$ cat src/rtl/periph_sequencer.sv
// rtl/periph_sequencer.sv - capture/accelerate job sequencer with per-phase timeout and abort
module periph_sequencer (
    input  logic        clk,
    input  logic        rst_n,
    input  logic        iGo,
    input  logic [1:0]  iMode,
    input  logic        iAbort,
    input  logic        iAck,
    input  logic [15:0] iTimeout,
    input  logic        iCCD_done,
    input  logic        iACC_done,
    output logic        oCCD_en,
    output logic        oACC_en,
    output logic        oACC_start,
    output logic        oBusy,
    output logic        oDone,
    output logic        oError,
    output logic [1:0]  oErrCode,
    output logic [2:0]  oState,
    output logic [15:0] oCycles
);

    typedef enum logic [2:0] {
        S_IDLE      = 3'd0,
        S_CCD       = 3'd1,
        S_ACC_START = 3'd2,
        S_ACC_WAIT  = 3'd3,
        S_DONE      = 3'd4,
        S_ERR       = 3'd5
    } state_e;

    localparam logic [1:0] ERR_NONE    = 2'b00;
    localparam logic [1:0] ERR_MODE    = 2'b01;
    localparam logic [1:0] ERR_CCD_TMO = 2'b10;
    localparam logic [1:0] ERR_ACC_TMO = 2'b11;

    state_e      state_q, state_d;
    logic        then_acc_q, then_acc_d;
    logic [15:0] tmo_q, tmo_d;
    logic [15:0] phase_q, phase_d;
    logic [15:0] cycles_q, cycles_d;
    logic [1:0]  err_q, err_d;

    logic        ccd_en_q, acc_en_q, acc_start_q, busy_q, done_q, error_q;
    logic        in_job;
    logic        tmo_hit;

    assign in_job  = (state_q == S_CCD) || (state_q == S_ACC_START) || (state_q == S_ACC_WAIT);
    // Last permitted phase cycle; a done seen in the same cycle still takes priority.
    assign tmo_hit = (tmo_q != 16'd0) && (phase_q == tmo_q - 16'd1);

    always_comb begin
        state_d    = state_q;
        then_acc_d = then_acc_q;
        tmo_d      = tmo_q;
        phase_d    = phase_q;
        cycles_d   = cycles_q;
        err_d      = err_q;

        if (in_job && (cycles_q != 16'hFFFF)) begin
            cycles_d = cycles_q + 16'd1;
        end

        case (state_q)
            S_IDLE: begin
                if (iGo) begin
                    then_acc_d = (iMode == 2'b10);
                    tmo_d      = iTimeout;
                    phase_d    = 16'd0;
                    err_d      = ERR_NONE;
                    // The accepting cycle counts as the first cycle of a legal job.
                    cycles_d   = 16'd1;
                    case (iMode)
                        2'b00, 2'b10: state_d = S_CCD;
                        2'b01:        state_d = S_ACC_START;
                        default: begin
                            state_d  = S_ERR;
                            err_d    = ERR_MODE;
                            cycles_d = 16'd0;
                        end
                    endcase
                end
            end
            S_CCD: begin
                if (iAbort) begin
                    state_d = S_IDLE;
                end else if (iCCD_done) begin
                    state_d = then_acc_q ? S_ACC_START : S_DONE;
                end else if (tmo_hit) begin
                    state_d = S_ERR;
                    err_d   = ERR_CCD_TMO;
                end else begin
                    phase_d = phase_q + 16'd1;
                end
            end
            S_ACC_START: begin
                phase_d = 16'd0;
                state_d = iAbort ? S_IDLE : S_ACC_WAIT;
            end
            S_ACC_WAIT: begin
                if (iAbort) begin
                    state_d = S_IDLE;
                end else if (iACC_done) begin
                    state_d = S_DONE;
                end else if (tmo_hit) begin
                    state_d = S_ERR;
                    err_d   = ERR_ACC_TMO;
                end else begin
                    phase_d = phase_q + 16'd1;
                end
            end
            S_DONE: begin
                if (iAck) begin
                    state_d = S_IDLE;
                end
            end
            S_ERR: begin
                if (iAck) begin
                    state_d = S_IDLE;
                    err_d   = ERR_NONE;
                end
            end
            default: begin
                state_d = S_IDLE;
                err_d   = ERR_NONE;
            end
        endcase
    end

    // Output flags are registered from the next-state decode so they line up with oState.
    always_ff @(posedge clk or negedge rst_n) begin
        if (!rst_n) begin
            state_q     <= S_IDLE;
            then_acc_q  <= 1'b0;
            tmo_q       <= 16'd0;
            phase_q     <= 16'd0;
            cycles_q    <= 16'd0;
            err_q       <= ERR_NONE;
            ccd_en_q    <= 1'b0;
            acc_en_q    <= 1'b0;
            acc_start_q <= 1'b0;
            busy_q      <= 1'b0;
            done_q      <= 1'b0;
            error_q     <= 1'b0;
        end else begin
            state_q     <= state_d;
            then_acc_q  <= then_acc_d;
            tmo_q       <= tmo_d;
            phase_q     <= phase_d;
            cycles_q    <= cycles_d;
            err_q       <= err_d;
            ccd_en_q    <= (state_d == S_CCD);
            acc_en_q    <= (state_d == S_ACC_START) || (state_d == S_ACC_WAIT);
            acc_start_q <= (state_d == S_ACC_START);
            busy_q      <= (state_d == S_CCD) || (state_d == S_ACC_START) || (state_d == S_ACC_WAIT);
            done_q      <= (state_d == S_DONE);
            error_q     <= (state_d == S_ERR);
        end
    end

    assign oCCD_en    = ccd_en_q;
    assign oACC_en    = acc_en_q;
    assign oACC_start = acc_start_q;
    assign oBusy      = busy_q;
    assign oDone      = done_q;
    assign oError     = error_q;
    assign oErrCode   = err_q;
    assign oState     = state_q;
    assign oCycles    = cycles_q;

endmodule

$ cat config.mk
export PLATFORM = sky130hd
export DESIGN_NAME = periph_sequencer
export DESIGN_NICKNAME = d
export VERILOG_FILES = /design/src/rtl/periph_sequencer.sv
export SDC_FILE = /design/constraint.sdc
export NUM_CORES = 1
export LEC_CHECK = 0
export CAP_MARGIN = 20
export CORE_MARGIN = 5
export CORE_UTILIZATION = 45
export DETAILED_ROUTE_END_ITERATION = 10
export PLACE_DENSITY = 0.79
export SYNTH_ARGS = -nofsm -noshare
export SYNTH_HDL_FRONTEND = slang
export SYNTH_SLANG_ARGS = --single-unit
$ cat constraint.sdc
create_clock -name clk -period 6.6 [get_ports clk]
set_input_delay 0.66 -clock clk [delete_from_list [all_inputs] [get_ports clk]]
set_output_delay 0.66 -clock clk [all_outputs]
set_load 0.05 [all_outputs]
## Word-level counts from Yosys, hierarchy flattened

Cells that the tools add are included.

| operators by class | value |
|---|---|
| muxes and demuxes | 32 |
| equal/unequal tests | 22 |
| bitwise logic cells | 1 |
| reduce and logical (&&, ||, !) cells | 18 |
| add/sub/neg operators | 3 |

Operator list:

| operator | count |
|---|---|
| $mux 16 | 9 |
| $pmux 16 s4 | 1 |
| $add 16x1->16 const B | 2 |
| $mux 3 | 8 |
| $mux 2 | 9 |
| $eq 16x16->1 | 1 |
| $ne 16x16->1 const B | 1 |
| $ne 2x2->1 const B | 8 |
| $reduce_bool 16->1 | 1 |
| $sub 16x1->16 const B | 1 |
| $pmux 3 s5 | 1 |
| $eq 3x2->1 const B | 4 |
| $eq 3x3->1 const B | 4 |
| $pmux 2 s5 | 1 |
| $reduce_and 9->1 | 1 |
| $eq 3x1->1 const B | 2 |
| $pmux 3 s2 | 1 |
| $reduce_and 6->1 | 1 |
| $reduce_or 2->1 | 3 |
| $logic_or 1x1->1 | 5 |
| $reduce_bool 4->1 | 1 |
| $logic_not 3->1 | 1 |
| $reduce_or 3->1 | 1 |
| $eq 2x1->1 const B | 1 |
| 6 further kinds | 8 |

| storage, ports and cells | value |
|---|---|
| bits in registers | 60 |
| logic and storage cells | 88 |
| output and inout bits | 27 |
| input bits | 25 |

## Longest topological paths before layout

| logic depth | value |
|---|---|
| word-level depth | 10 |
| depth in mapped cells | 13 |
| depth with buffers taken out | 10 |

## Worst setup path after synthesis

OpenSTA, ideal clock, no wires.

| path | value |
|---|---|
| kind | reg-to-reg |
| from | register tmo_q[0] |
| to | register phase_q[1] |
| setup time | 0.068 ns |
| required time | 6.532 ns |
| data arrival time | 2.721 ns |
| stages on the path, launching flop included | 12 |
| path buffers | 1 |
| period minus slack after synthesis | 2.790 ns |
| path slack | 3.810 ns |
| path through | dfrtp_1 inv_1 ha_1 or3b_1 or4_1 nor2_1 a211o_1 a2111oi_0 and4_1 buf_4 or4b_2 nand3_1 |

| between the ends | value |
|---|---|
| cells in the longest elaborated chain, start to end | 7 |
| elaborated cells between the ends (all ways) | 10 |
| classes of those cells | add/sub: 1; eq/ne: 1; mux: 6; reduce/logical: 2 |

Ends and longest elaborated chain:

| item | line | RTL |
|---|---|---|
| start: declaration | 39 | `logic [15:0] tmo_q, tmo_d;` |
| start signal: assignment | 148 | `tmo_q <= tmo_d;` |
| $sub 16x1->16 | 50 | `assign tmo_hit = (tmo_q != 16'd0) && (phase_q == tmo_q - 16'd1);` |
| $eq 16x16->1 | 50 |  |
| $logic_and 1x1->1 * | 50 |  |
| $mux 16 * | - |  |
| $mux 16 (on tied branches) (2 in series) | - |  |
| $pmux 16 s4 * | - |  |
| end signal: assignment | 149 | `phase_q <= phase_d;` |
| end: declaration | 40 | `logic [15:0] phase_q, phase_d;` |

Mark *: on every way between the ends. The rest lies on a longest branch, timed or not. The select of a mux whose other input is x is not followed.
A chain may end at the register's enable or synchronous reset.

## Worst setup path in the final report

| path | value |
|---|---|
| from | register tmo_q[2] |
| to | register ccd_en_q (netlist: oCCD_en) |

| between the ends | value |
|---|---|
| cells in the longest elaborated chain, start to end | 8 |
| elaborated cells between the ends (all ways) | 11 |
| classes of those cells | add/sub: 1; eq/ne: 2; mux: 6; reduce/logical: 2 |

Ends and longest elaborated chain:

| item | line | RTL |
|---|---|---|
| $sub 16x1->16 | 50 |  |
| $eq 16x16->1 | 50 |  |
| $logic_and 1x1->1 * | 50 |  |
| $mux 3 * | 89, 105 |  |
| $mux 3 (on tied branches) | 103, 87 |  |
| $mux 3 (on tied branches) | 101, 85 |  |
| $pmux 3 s5 * | 64 | `case (state_q)` |
| net state_d[2] | 37 | `state_e state_q, state_d;` |
| $eq 3x1->1 * | 152 | `ccd_en_q <= (state_d == S_CCD);` |
| end signal: assignment | 152 |  |
| end: declaration | 44 | `logic ccd_en_q, acc_en_q, acc_start_q, busy_q, done_q, error_q;` |

The timed path passes the listed nets; every way through them passes the cells marked *.

==> flow_summary.ini <==
[routing]
dr.pass1.iters = 4
wl_met3_um = 411
drc_errors = 0
wl_per_cell_um = 15.3
wl_met1_mm = 3.74
met2WireLength_mm = 3.85
viasPerCell = 5.75
vias = 3070
drt-total-wl_mm = 8.19
route.antenna.remaining_nets = 0
drtIter0Drc = 220
top_layer = met4

[synth]
syn_inst = 382
synth_edf_count = 0
synth.ff_latch_count = 60
ys_seq_area_frac = 0.426
synth_area_sq_um = 3530
async_flop_share = 1.00
yosysWarnings = 0
synthDistinctLibCells = 53
syn_nets = 410
dominantRegCellSynth = dfrtp_1
syn_avg_cell_area_sq_um = 9.24

[cells_and_area]
fin_util = 0.560
final_cell_mix = dfrtp_1, clkdlybuf4s50_1, nand2_1, nor2_1, nand3_1
nNetsFinal = 455
drive_gt1_frac = 0.0926
antennaDiodeCount = 0
area_delta_synth_final_pct = 22.1
layout_commonest_cell = dfrtp_1

[setup_path]
critPathKind = reg2reg
endpoint_kind = flop
crit_fanout = 32
cp-start-kind = flop
worstPathArrival_ns = 3.79
required_ns = 6.84

[power]
pwr-share-comb = 0.425
power_frac_seq = 0.358
swShare = 0.425
p_clk_frac = 0.217
p_int_uw = 975
leakage_uw = 0.00173
ir_drop_uv = 188
p_sw_uw = 721
powerDensity_nw_per_um2 = 394

[outcome]
status = finished clean

[clock_network]
cts_setup_buffers = 0
cts.sinks = 60
cts-root-buf = clkbuf_8
clock_latency_ns = 0.35
htreeDepth = 3
ctsHoldBuffers = 0
cts_resized = 0
cts.clk_slew.worst_paths_ns = 0.08
cts_buffers = 9
cts_buffer_depth = 2
cts_tree = built

[timing]
fmax_mhz = 282
post-route-period-util = 0.538
final-hold-violation-count = 0
clock_skew_ns = 0.0101
finalWorstPathRequiredPeriod_ns = 3.55
rsz0062_at_grt = no
tightest_slew_ns = 0.980
timing.hold.ws_ns = 0.466
final-setup-viol-count = 0
tns_ns = 0
slew-limit-headroom = 0.347
drv_slew = 0

[flow_run]
maxCapViolCount = 0

[global_routing]
grt.overflow.total = 0
antenna_found_initial = 0
grt_usage = 0.178
grt_pass1_wl_mm = 14.3
grt_max_degree = 61
grt_pass1_vias = 3057

[placed_design]
io_buffers = 51
globalplace.congestion = 0.866
detailed_place_hpwl_mm = 5.64

[floorplanning]
design.die.area_sq_um = 9710
initial_core_util = 0.459
io_pins = 52
die_y_um = 98.6
rows = 32
core_area_sq_um = 7690
die_x_um = 98.6

[hold_path]
hold_path.class = in2async
[sequential cells by signal (all words and copies together), names as in the netlist]
| signal | cells |
|---|---|
| oCycles | 16 |
| phase_q | 16 |
| tmo_q | 16 |
| oState | 3 |
| oErrCode | 2 |
| oACC_en | 1 |
| oACC_start | 1 |
| oBusy | 1 |
| oCCD_en | 1 |
| oDone | 1 |
| oError | 1 |
| then_acc_q | 1 |
[stage by stage]
step	power (uW)	instances	area (sq um)	setup slack, ns
global route	1810	534	4310	2.80
finish	1700	534	4310	3.05
floorplan	1120	382	3530	3.81
global placement	1300	518	4090	3.24
CTS	1700	534	4310	3.08
detailed placement	1320	518	4090	3.10
[worst max-delay path, stage by stage (launching register included)]
cell      delay [ns]
dfrtp_1         0.45
or4_1           0.65
or4b_1          0.53
a21oi_1         0.15
nor3_1          0.06
a211oi_1        0.24
and4_1          0.89
a31o_4          0.28
and4b_1         0.19
[worst paths after layout]
path,from,slack [ns],depth (start not counted),endpoint
min in group clk,oErrCode[1],0.52,2,oErrCode[1]
max in group asynchronous,rst_n,5.64,2,tmo_q[14]
hold reg to reg,oErrCode[1],0.52,2,oErrCode[1]
hold / removal,rst_n,0.47,2,phase_q[8]
setup reg to reg,tmo_q[2],3.05,8,oCCD_en
setup / recovery,tmo_q[2],3.05,8,oCCD_en
[synthesized netlist by cell type, types with 2 or more instances]
library cell	n	area, sq um
o311ai_0	3	26.3
nor2b_1	3	18.8
and3_1	6	37.5
nand3b_1	4	30.0
o21ai_1	2	10.0
a21o_1	2	15.0
buf_6	2	22.5
a211o_1	3	26.3
clkbuf_1	15	56.3
o41ai_1	3	26.3
buf_4	2	15.0
a211oi_1	2	15.0
nand2b_1	12	75.1
xnor2_1	15	131
xor2_1	16	140
o21a_1	2	15.0
ha_1	3	37.5
nor3_1	8	40.0
nand2_1	39	146
nand3_1	18	90.1
or3_1	5	31.3
inv_1	10	37.5
nor4_1	9	56.3
nor3b_1	3	22.5
dfrtp_1	60	1500
nor4b_1	4	35.0
mux2_2	14	158
and2_1	3	18.8
o211ai_1	6	45.0
mux2i_1	7	70.1
o21ai_0	18	90.1
or4_1	9	67.6
nand4_1	12	75.1
a21oi_1	8	40.0
nor2_1	36	135
[final cells by class]
class	instances	area [sq um]
fillers	671	3380
multi-input cells	292	1900
flip-flops and latches	60	1500
repair buffers	54	528
clock buffers	10	128
well taps	102	128
clock inverters	6	88.8
inverters	10	37.5
[power by group through the flow]
stage          clock [uW]  combinational (uW)  sequential, uW
2_1_floorplan           0                 457             662
3_3_place_gp            0                 700             602
3_5_place_dp            0                 714             610
4_1_cts               373                 724             604
5_1_grt               392                 791             627
6_report              368                 720             608
[per-layer routing]
layer / vias up / GRT usage
li1: 1472 / -
met1: 1486 / 0.242
met2: 91 / 0.271
met3: 21 / 0.0375
met4: 0 / 0.0840
met5: - / 0
[kinds of logic after synthesis]
logic type,count (synthesis),synth area share
AOI/OAI and AO/OA,56,0.109
xor gates and xnor gates,31,0.0770
adders and majority gates,3,0.0106
buffers and inverters,30,0.0386
DFF,60,0.426
muxes,21,0.0645
and+or+nand+nor,181,0.275
Power figures use the tool's default switching activity.
